[config.mk]
export PLATFORM = sky130hd
export DESIGN_NAME = core_ex_lsu
export DESIGN_NICKNAME = d
export VERILOG_FILES = /design/src/rtl/core_ex_lsu_pkg.sv /design/src/rtl/core_lsu_align.sv /design/src/rtl/core_ex_lsu.sv
export SDC_FILE = /design/constraint.sdc
export NUM_CORES = 1
export LEC_CHECK = 0
export BUFFER_PORTS_ARGS = -buffer_cell sky130_fd_sc_hd__buf_2
export CORE_UTILIZATION = 43
export CTS_CLUSTER_DIAMETER = 150
export CTS_CLUSTER_SIZE = 14
export DETAILED_ROUTE_END_ITERATION = 10
export GPL_ROUTABILITY_DRIVEN = 0
export PLACE_DENSITY = 0.85
export SLEW_MARGIN = 20
export SYNTH_ARGS = -nofsm -noshare
export SYNTH_HDL_FRONTEND = slang
export SYNTH_SLANG_ARGS = --single-unit
[constraint.sdc]
create_clock -name clk -period 1.91 [get_ports clk]
set_input_delay 0.382 -clock clk [delete_from_list [all_inputs] [get_ports clk]]
set_output_delay 0.382 -clock clk [all_outputs]
set_load 0.02 [all_outputs]
[src/rtl/core_ex_lsu_pkg.sv]
// -----------------------------------------------------------------------------
// core_ex_lsu_pkg
//   Shared encodings for the EX-stage load/store unit.
//   - CORE_XLEN        : data/address width (only 32 is supported)
//   - LSU_SIZE_*       : access size encodings on lsu_size (3 is illegal)
//   - lsu_state_e      : LSU control FSM states (2-bit)
//   - lsu_op_t         : op fields latched when a request is accepted
// -----------------------------------------------------------------------------
package core_ex_lsu_pkg;

   localparam int CORE_XLEN = 32;

   localparam logic [1:0] LSU_SIZE_B = 2'd0;
   localparam logic [1:0] LSU_SIZE_H = 2'd1;
   localparam logic [1:0] LSU_SIZE_W = 2'd2;

   typedef enum logic [1:0] {
      LSU_ST_IDLE = 2'd0,
      LSU_ST_REQ  = 2'd1,
      LSU_ST_WAIT = 2'd2,
      LSU_ST_DONE = 2'd3
   } lsu_state_e;

   // Only the low address bits are kept: the aligned word address lives in
   // the bus address register, the offset is needed later for lane select.
   typedef struct packed {
      logic       store;
      logic [1:0] size;
      logic       zext;
      logic [1:0] offset;
      logic       misalign;
   } lsu_op_t;

endpackage

[src/rtl/core_lsu_align.sv]
// -----------------------------------------------------------------------------
// core_lsu_align
//   Purely combinational data alignment for the load/store unit.
//   Store side (driven from the incoming request):
//     req_store_i, req_size_i, req_off_i, req_wdata_i
//       -> req_wstrb_o    byte strobes (0 for loads)
//       -> req_wdata_o    store data replicated across lanes (0 for loads)
//       -> req_misalign_o size/offset fault (also flags illegal size 3)
//   Load side (driven from the latched op and the raw bus word):
//     ld_size_i, ld_zext_i, ld_off_i, ld_rdata_i
//       -> ld_result_o    lane-extracted, sign- or zero-extended load data
//   The lane logic assumes XLEN = 32 (four byte lanes, 2-bit offset).
// -----------------------------------------------------------------------------
module core_lsu_align
   import core_ex_lsu_pkg::*;
#(
   parameter int XLEN = CORE_XLEN
) (
   input  logic              req_store_i,
   input  logic [1:0]        req_size_i,
   input  logic [1:0]        req_off_i,
   input  logic [XLEN-1:0]   req_wdata_i,
   output logic [XLEN/8-1:0] req_wstrb_o,
   output logic [XLEN-1:0]   req_wdata_o,
   output logic              req_misalign_o,
   input  logic [1:0]        ld_size_i,
   input  logic              ld_zext_i,
   input  logic [1:0]        ld_off_i,
   input  logic [XLEN-1:0]   ld_rdata_i,
   output logic [XLEN-1:0]   ld_result_o
);

   localparam int LANES = XLEN / 8;

   // ---------------------------------------------------------------------
   // Store data: each lane carries the byte of wdata that would land there
   // if the access were placed at any legal offset, so the strobes alone
   // pick the bytes that are actually written.
   // ---------------------------------------------------------------------
   genvar gi;
   generate
      for (gi = 0; gi < LANES; gi++) begin : g_lane
         logic [7:0] lane_byte;

         always_comb begin
            case (req_size_i)
               LSU_SIZE_B: lane_byte = req_wdata_i[7:0];
               LSU_SIZE_H: lane_byte = req_wdata_i[(gi % 2) * 8 +: 8];
               default:    lane_byte = req_wdata_i[gi * 8 +: 8];
            endcase
         end

         assign req_wdata_o[gi * 8 +: 8] = req_store_i ? lane_byte : 8'h00;
      end
   endgenerate

   always_comb begin
      req_wstrb_o = '0;
      if (req_store_i) begin
         case (req_size_i)
            LSU_SIZE_B: req_wstrb_o = LANES'(1) << req_off_i;
            LSU_SIZE_H: req_wstrb_o = LANES'(3) << {req_off_i[1], 1'b0};
            LSU_SIZE_W: req_wstrb_o = '1;
            default:    req_wstrb_o = '0;
         endcase
      end
   end

   always_comb begin
      case (req_size_i)
         LSU_SIZE_B: req_misalign_o = 1'b0;
         LSU_SIZE_H: req_misalign_o = req_off_i[0];
         LSU_SIZE_W: req_misalign_o = (req_off_i != 2'b00);
         default:    req_misalign_o = 1'b1;
      endcase
   end

   // ---------------------------------------------------------------------
   // Load formatting
   // ---------------------------------------------------------------------
   logic [7:0]  ld_byte;
   logic [15:0] ld_half;
   logic        ld_byte_sign;
   logic        ld_half_sign;

   assign ld_byte      = ld_rdata_i[{ld_off_i, 3'b000} +: 8];
   assign ld_half      = ld_rdata_i[{ld_off_i[1], 4'b0000} +: 16];
   assign ld_byte_sign = ~ld_zext_i & ld_byte[7];
   assign ld_half_sign = ~ld_zext_i & ld_half[15];

   always_comb begin
      case (ld_size_i)
         LSU_SIZE_B: ld_result_o = {{(XLEN - 8){ld_byte_sign}}, ld_byte};
         LSU_SIZE_H: ld_result_o = {{(XLEN - 16){ld_half_sign}}, ld_half};
         default:    ld_result_o = ld_rdata_i;
      endcase
   end

endmodule

[src/rtl/core_ex_lsu.sv]
// -----------------------------------------------------------------------------
// core_ex_lsu
//   EX-stage load/store unit. Takes one memory op per lsu_req pulse, runs it
//   on a valid/ready data-memory bus and returns a formatted, registered
//   result with a one-cycle lsu_valid pulse to the writeback unit.
//   Ports:
//     clk, rst                      clock, synchronous active-high reset
//     flush                         kill the current op's writeback
//     lsu_req/store/size/unsigned   op request from EX (req honoured in IDLE)
//     lsu_addr, lsu_wdata           effective address, right-justified data
//     lsu_busy                      stall EX while an op is in flight
//     lsu_valid, lsu_result         completion pulse and registered result
//     lsu_misalign                  fault flag, meaningful with lsu_valid
//     mem_req_valid/ready/addr/wen/wstrb/wdata   bus request channel
//     mem_rsp_valid, mem_rsp_rdata  bus response (ack for stores)
// -----------------------------------------------------------------------------
module core_ex_lsu
   import core_ex_lsu_pkg::*;
#(
   parameter int XLEN = CORE_XLEN
) (
   input  logic              clk,
   input  logic              rst,
   input  logic              flush,
   input  logic              lsu_req,
   input  logic              lsu_store,
   input  logic [1:0]        lsu_size,
   input  logic              lsu_unsigned,
   input  logic [XLEN-1:0]   lsu_addr,
   input  logic [XLEN-1:0]   lsu_wdata,
   output logic              lsu_busy,
   output logic              lsu_valid,
   output logic [XLEN-1:0]   lsu_result,
   output logic              lsu_misalign,
   output logic              mem_req_valid,
   input  logic              mem_req_ready,
   output logic [XLEN-1:0]   mem_req_addr,
   output logic              mem_req_wen,
   output logic [XLEN/8-1:0] mem_req_wstrb,
   output logic [XLEN-1:0]   mem_req_wdata,
   input  logic              mem_rsp_valid,
   input  logic [XLEN-1:0]   mem_rsp_rdata
);

   lsu_state_e        state_q, state_d;
   lsu_op_t           op_q, op_d;
   logic              killed_q, killed_d;
   logic [XLEN-1:0]   result_q, result_d;
   logic [XLEN-1:0]   mem_addr_q, mem_addr_d;
   logic              mem_wen_q, mem_wen_d;
   logic [XLEN/8-1:0] mem_wstrb_q, mem_wstrb_d;
   logic [XLEN-1:0]   mem_wdata_q, mem_wdata_d;

   logic              accept;
   logic [XLEN/8-1:0] align_wstrb;
   logic [XLEN-1:0]   align_wdata;
   logic              align_misalign;
   logic [XLEN-1:0]   align_ld_result;

   // A flush in IDLE wins over a same-cycle request.
   assign accept = (state_q == LSU_ST_IDLE) & lsu_req & ~flush;

   core_lsu_align #(
      .XLEN (XLEN)
   ) u_align (
      .req_store_i    (lsu_store),
      .req_size_i     (lsu_size),
      .req_off_i      (lsu_addr[1:0]),
      .req_wdata_i    (lsu_wdata),
      .req_wstrb_o    (align_wstrb),
      .req_wdata_o    (align_wdata),
      .req_misalign_o (align_misalign),
      .ld_size_i      (op_q.size),
      .ld_zext_i      (op_q.zext),
      .ld_off_i       (op_q.offset),
      .ld_rdata_i     (mem_rsp_rdata),
      .ld_result_o    (align_ld_result)
   );

   // ---------------------------------------------------------------------
   // FSM: state register
   // ---------------------------------------------------------------------
   always_ff @(posedge clk) begin
      if (rst) begin
         state_q <= LSU_ST_IDLE;
      end else begin
         state_q <= state_d;
      end
   end

   // ---------------------------------------------------------------------
   // FSM: next state
   // ---------------------------------------------------------------------
   always_comb begin
      state_d = state_q;
      case (state_q)
         LSU_ST_IDLE: begin
            if (accept) begin
               // Faulting ops skip the bus entirely.
               state_d = align_misalign ? LSU_ST_DONE : LSU_ST_REQ;
            end
         end
         LSU_ST_REQ: begin
            if (mem_req_ready) begin
               state_d = LSU_ST_WAIT;
            end
         end
         LSU_ST_WAIT: begin
            if (mem_rsp_valid) begin
               state_d = LSU_ST_DONE;
            end
         end
         default: begin
            state_d = LSU_ST_IDLE;
         end
      endcase
   end

   // ---------------------------------------------------------------------
   // FSM: outputs
   // The request and completion strobes are masked by rst so the bus never
   // sees a request that the reset is about to forget.
   // ---------------------------------------------------------------------
   always_comb begin
      lsu_busy      = 1'b0;
      lsu_valid     = 1'b0;
      mem_req_valid = 1'b0;
      case (state_q)
         LSU_ST_IDLE: begin
            lsu_busy = lsu_req;
         end
         LSU_ST_REQ: begin
            lsu_busy      = 1'b1;
            mem_req_valid = ~rst;
         end
         LSU_ST_WAIT: begin
            lsu_busy = 1'b1;
         end
         default: begin
            lsu_valid = ~killed_q & ~flush & ~rst;
         end
      endcase
   end

   assign lsu_misalign  = lsu_valid & op_q.misalign;
   assign lsu_result    = result_q;
   assign mem_req_addr  = mem_addr_q;
   assign mem_req_wen   = mem_wen_q;
   assign mem_req_wstrb = mem_wstrb_q;
   assign mem_req_wdata = mem_wdata_q;

   // ---------------------------------------------------------------------
   // Datapath next values
   // ---------------------------------------------------------------------
   always_comb begin
      op_d        = op_q;
      killed_d    = killed_q;
      result_d    = result_q;
      mem_addr_d  = mem_addr_q;
      mem_wen_d   = mem_wen_q;
      mem_wstrb_d = mem_wstrb_q;
      mem_wdata_d = mem_wdata_q;

      if (accept) begin
         op_d.store    = lsu_store;
         op_d.size     = lsu_size;
         op_d.zext     = lsu_unsigned;
         op_d.offset   = lsu_addr[1:0];
         op_d.misalign = align_misalign;
         if (align_misalign) begin
            // A fault completes with a zero result and no bus activity;
            // the bus registers keep their previous contents.
            result_d = '0;
         end else begin
            mem_addr_d  = {lsu_addr[XLEN-1:2], 2'b00};
            mem_wen_d   = lsu_store;
            mem_wstrb_d = align_wstrb;
            mem_wdata_d = align_wdata;
         end
      end

      // A flushed op still finishes its bus transaction, but its data is
      // not a completion, so the visible result keeps the last one.
      if ((state_q == LSU_ST_WAIT) && mem_rsp_valid && !killed_q && !flush) begin
         result_d = op_q.store ? '0 : align_ld_result;
      end

      if (((state_q == LSU_ST_REQ) || (state_q == LSU_ST_WAIT)) && flush) begin
         killed_d = 1'b1;
      end else if (state_q == LSU_ST_DONE) begin
         // DONE always returns to IDLE, which is where the kill is dropped.
         killed_d = 1'b0;
      end
   end

   // ---------------------------------------------------------------------
   // Datapath registers
   // ---------------------------------------------------------------------
   always_ff @(posedge clk) begin
      if (rst) begin
         op_q        <= '0;
         killed_q    <= 1'b0;
         result_q    <= '0;
         mem_addr_q  <= '0;
         mem_wen_q   <= 1'b0;
         mem_wstrb_q <= '0;
         mem_wdata_q <= '0;
      end else begin
         op_q        <= op_d;
         killed_q    <= killed_d;
         result_q    <= result_d;
         mem_addr_q  <= mem_addr_d;
         mem_wen_q   <= mem_wen_d;
         mem_wstrb_q <= mem_wstrb_d;
         mem_wdata_q <= mem_wdata_d;
      end
   end

endmodule

==> metrics.md <==
| Metric | Value |
|---|---|
| Global-route wire length before repair | `21,600 µm` |
| TritonCTS Buffers | `9` |
| Worst flop-to-flop path endpoint | `lsu_result[17]$_SDFFE_PP0P_` |
| Placed Cells | `845` |
| Worst path arrival time | `1450 ps` |
| Nets@finish | `831` |
| Drt pass-1 iters | `5` |
| Via Count | `4,719` |
| Sequential area share after synthesis | `46.5%` |
| CTS tree | `yes` |
| IO Count | `211` |
| Max rail drop VDD | `0.000448 V` |
| Critical Path Slowest Stage Cell | `dfxtp_2` |
| Reg-to-reg startpoint | `state_q[0]$_SDFFE_PP0P_` |
| Worst path depth | `6` |
| RSZ-0062 raised after global routing | `false` |
| Final HPWL DP | `10,500 µm` |
| Fillers | `893` |
| Crit Path Category | `register to output pin` |
| Max Clk Rate | `547 MHz` |
| Critical Path End Type | `output pin` |
| Design area | `6280 µm²` |
| Synthesized area | `4690 µm²` |
| Synth warnings | `0` |
| Hold Slack | `239 ps` |
| Via/cell ratio | `5.48` |
| Fin crit share | `95.7%` |
| WHS Endpoint | `mem_req_addr[13]$_SDFFE_PP0P_` |
| Vias in the first global route | `4,488` |
| Core ar. | `10,500 µm²` |
| Antenna Cells | `0` |
| H-tree levels | `3` |
| Initial antenna violation count | `0` |
| Grt ovf | `0` |
| CTS sink count | `109` |
| Horiz. Die Dim | `106 µm` |
| Avg Cell Area, Syn | `9.28 µm²` |
| Run status | `completed` |
| Aggregate negative setup slack | `0 ps` |
| Hold-fix buffers at CTS | `0` |
| Starting Density | `44.8%` |
| Layout cell share with drive strength beyond 1 | `38.8%` |
| Post-synth top flop | `dfxtp_1` |
| Worst Skew | `11.6 ps` |
| Critical Path Start Type | `register` |
| Fin. max-slew vios | `0` |
| Starting DRT DRC Count | `283` |
| Layout area overhead | `33.9%` |
| Slew HR | `52.2%` |
| CP Buf/Inv Count | `3` |
| Slew @ Worst Pin | `716 ps` |
| Total GRT Usage | `24.3%` |
| DRC | `0` |
| Setup violators final | `0` |
| Crit Path Max Fanout | `5` |
| EDFF count, synth | `0` |
| Critical path's largest stage delay | `340 ps` |
| Routed WL per cell | `16.2 µm` |
| Req. time, crit path | `1530 ps` |
| Final min period | `1830 ps` |
| Site row count | `37` |
| Buffers on Ports | `208` |
| WL final | `13,900 µm` |
| Die ar. | `11,300 µm²` |
| Hold Crit Start | `lsu_addr[13]` |
| Final hold violations | `0` |
| Max cap viols | `0` |
| Worst skew pair latency | `370 ps` |
| Cells after Synth | `505` |
| Reg2reg path depth | `7` |
| Post-CTS setup buffer count | `0` |
| Fraction of registers with async set/reset | `0%` |
| Post-route non-filler standard cell count | `861` |
| Pleak | `2.91 nW` |
| Cell depth of the worst min-delay path | `3` |
| Reg2Reg Setup Slack | `100 ps` |
| CP Cell Sequence | `inv_1 -> ha_1 -> buf_4 -> a21oi_2 -> nor2_1 -> buf_2` |
| Clock Tree Root | `clkbuf_8` |
| Placed Area | `6060 µm²` |
| Post-DRT Antenna Nets | `0` |
| Die H | `106 µm` |
| FF+latch count, synth | `109` |
| Largest net degree at the start of global routing | `33` |
| Post-synth cell types | `47` |
| Power per cell area | `835 nW/µm²` |
| HP Class | `input pin to register` |
| CTS Buffer Depth | `2` |
| Clock transition at the registers of the reported paths | `100 ps` |
| Crit-path leading delay family | `buffers and inverters` |
[kinds of logic (layout without fill, tap and decap cells)]
logic type | count (synthesis) | in the layout | share of synthesized area (%)
buffers and inverters | 47 | 266 | 4.38
DFF | 109 | 109 | 46.5
and+or+nand+nor | 142 | 142 | 15.0
adders and majority gates | 5 | 5 | 1.33
other | 1 | 2 | 0.0800
muxes | 33 | 33 | 7.29
AOI/OAI and AO/OA | 168 | 168 | 25.4
[layer usage]
| metal | global-route usage, % | vias to the layer above | wire [µm] |
|---|---|---|---|
| met4 | 11.2 | 0 | 347 |
| met2 | 41.9 | 251 | 6830 |
| li1 | - | 2252 | - |
| met3 | 5.52 | 26 | 1170 |
| met5 | 0 | - | 0 |
| met1 | 28.7 | 2190 | 5570 |
[power by group]
part,switching [mW],total (mW),internal (mW)
clock,0.775,1.46,0.684
sequential,0.0927,2.50,2.41
combinational,0.739,1.28,0.541
[layout by cell type, fill, tap and decap left out, drive strengths merged, types with 8 or more instances in the layout]
cell type	count
a22o	18
a32o	8
o21ai	30
buf	244
clkbuf	12
nand2	92
dfxtp	109
o2bb2ai	19
nand2b	11
mux2	9
a221o	17
or3	12
mux2i	24
a21oi	58
[sequential cells by signal, indices dropped and copies added (netlist names)]
name,cells
mem_req_wdata,32
state_q,2
op_q,7
killed_q,1
mem_req_wen,1
mem_req_addr,30
lsu_result,32
mem_req_wstrb,4
[synth_stat cells (4+ instances only)]
master     count  area (µm²)
a211o_1        6        52.6
a21o_1         4        30.0
a21oi_1       57         285
a221o_1       17         170
a22o_1        18         158
a32o_1         8        80.1
and3b_1        7        61.3
buf_2          4        20.0
clkbuf_1      29         109
dfxtp_1      109        2180
ha_1           5        62.6
inv_1          6        22.5
mux2_2         8        90.1
mux2i_1       24         240
nand2_1       92         345
nand2b_1      11        68.8
o21ai_0       27         135
o2bb2ai_1     19         166
or3_1         10        62.6
[timing repair]
action,4_1_cts,5_1_grt
resized for setup,0,4
endpoints found under the hold margin,0,0
endpoints found under the setup margin,0,17
[worst max-delay path by stage]
stage / from / end / slack, ps
4_1_cts: state_q[0]$_SDFFE_PP0P_ / lsu_busy / 20
6_report: state_q[0]$_SDFFE_PP0P_ / lsu_busy / 80
3_5_place_dp: lsu_addr[1] / mem_req_wdata[19]$_SDFFE_PP0P_ / -130
3_3_place_gp: state_q[0]$_SDFFE_PP0P_ / mem_req_wdata[18]$_SDFFE_PP0P_ / -110
2_1_floorplan: state_q[0]$_SDFFE_PP0P_ / op_q[0]$_SDFFE_PP0P_ / 5
5_1_grt: state_q[1]$_SDFFE_PP0P_ / mem_req_wdata[19]$_SDFFE_PP0P_ / 5
[tightest hold or removal path, cell delays in order]
cell     delay (ps)
buf_2            90
nand2_1          40
a21oi_1          50
[per-stage QoR]
stage | power (mW) | setup WS, ps | util, %
detailed placement | 3.82 | -134 | 57.9
CTS | 5.28 | 15.2 | 59.9
floorplan | 3.28 | 5.18 | -
finish | 5.24 | 81.5 | 60.0
global placement | 3.76 | -112 | 57.8
global route | 5.49 | 4.81 | 60.0
[layout make-up]
class / instances / area (µm²) / area share (%)
repair buffers: 244 / 1370 / 21.8
well taps: 136 / 170 / 2.71
multi-input cells: 350 / 2320 / 37.0
clock buffers: 12 / 155 / 2.47
clock inverters: 4 / 53.8 / 0.857
inverters: 6 / 22.5 / 0.359
flip-flops and latches: 109 / 2180 / 34.8
No activity file was read; power rests on OpenSTA's default activity.
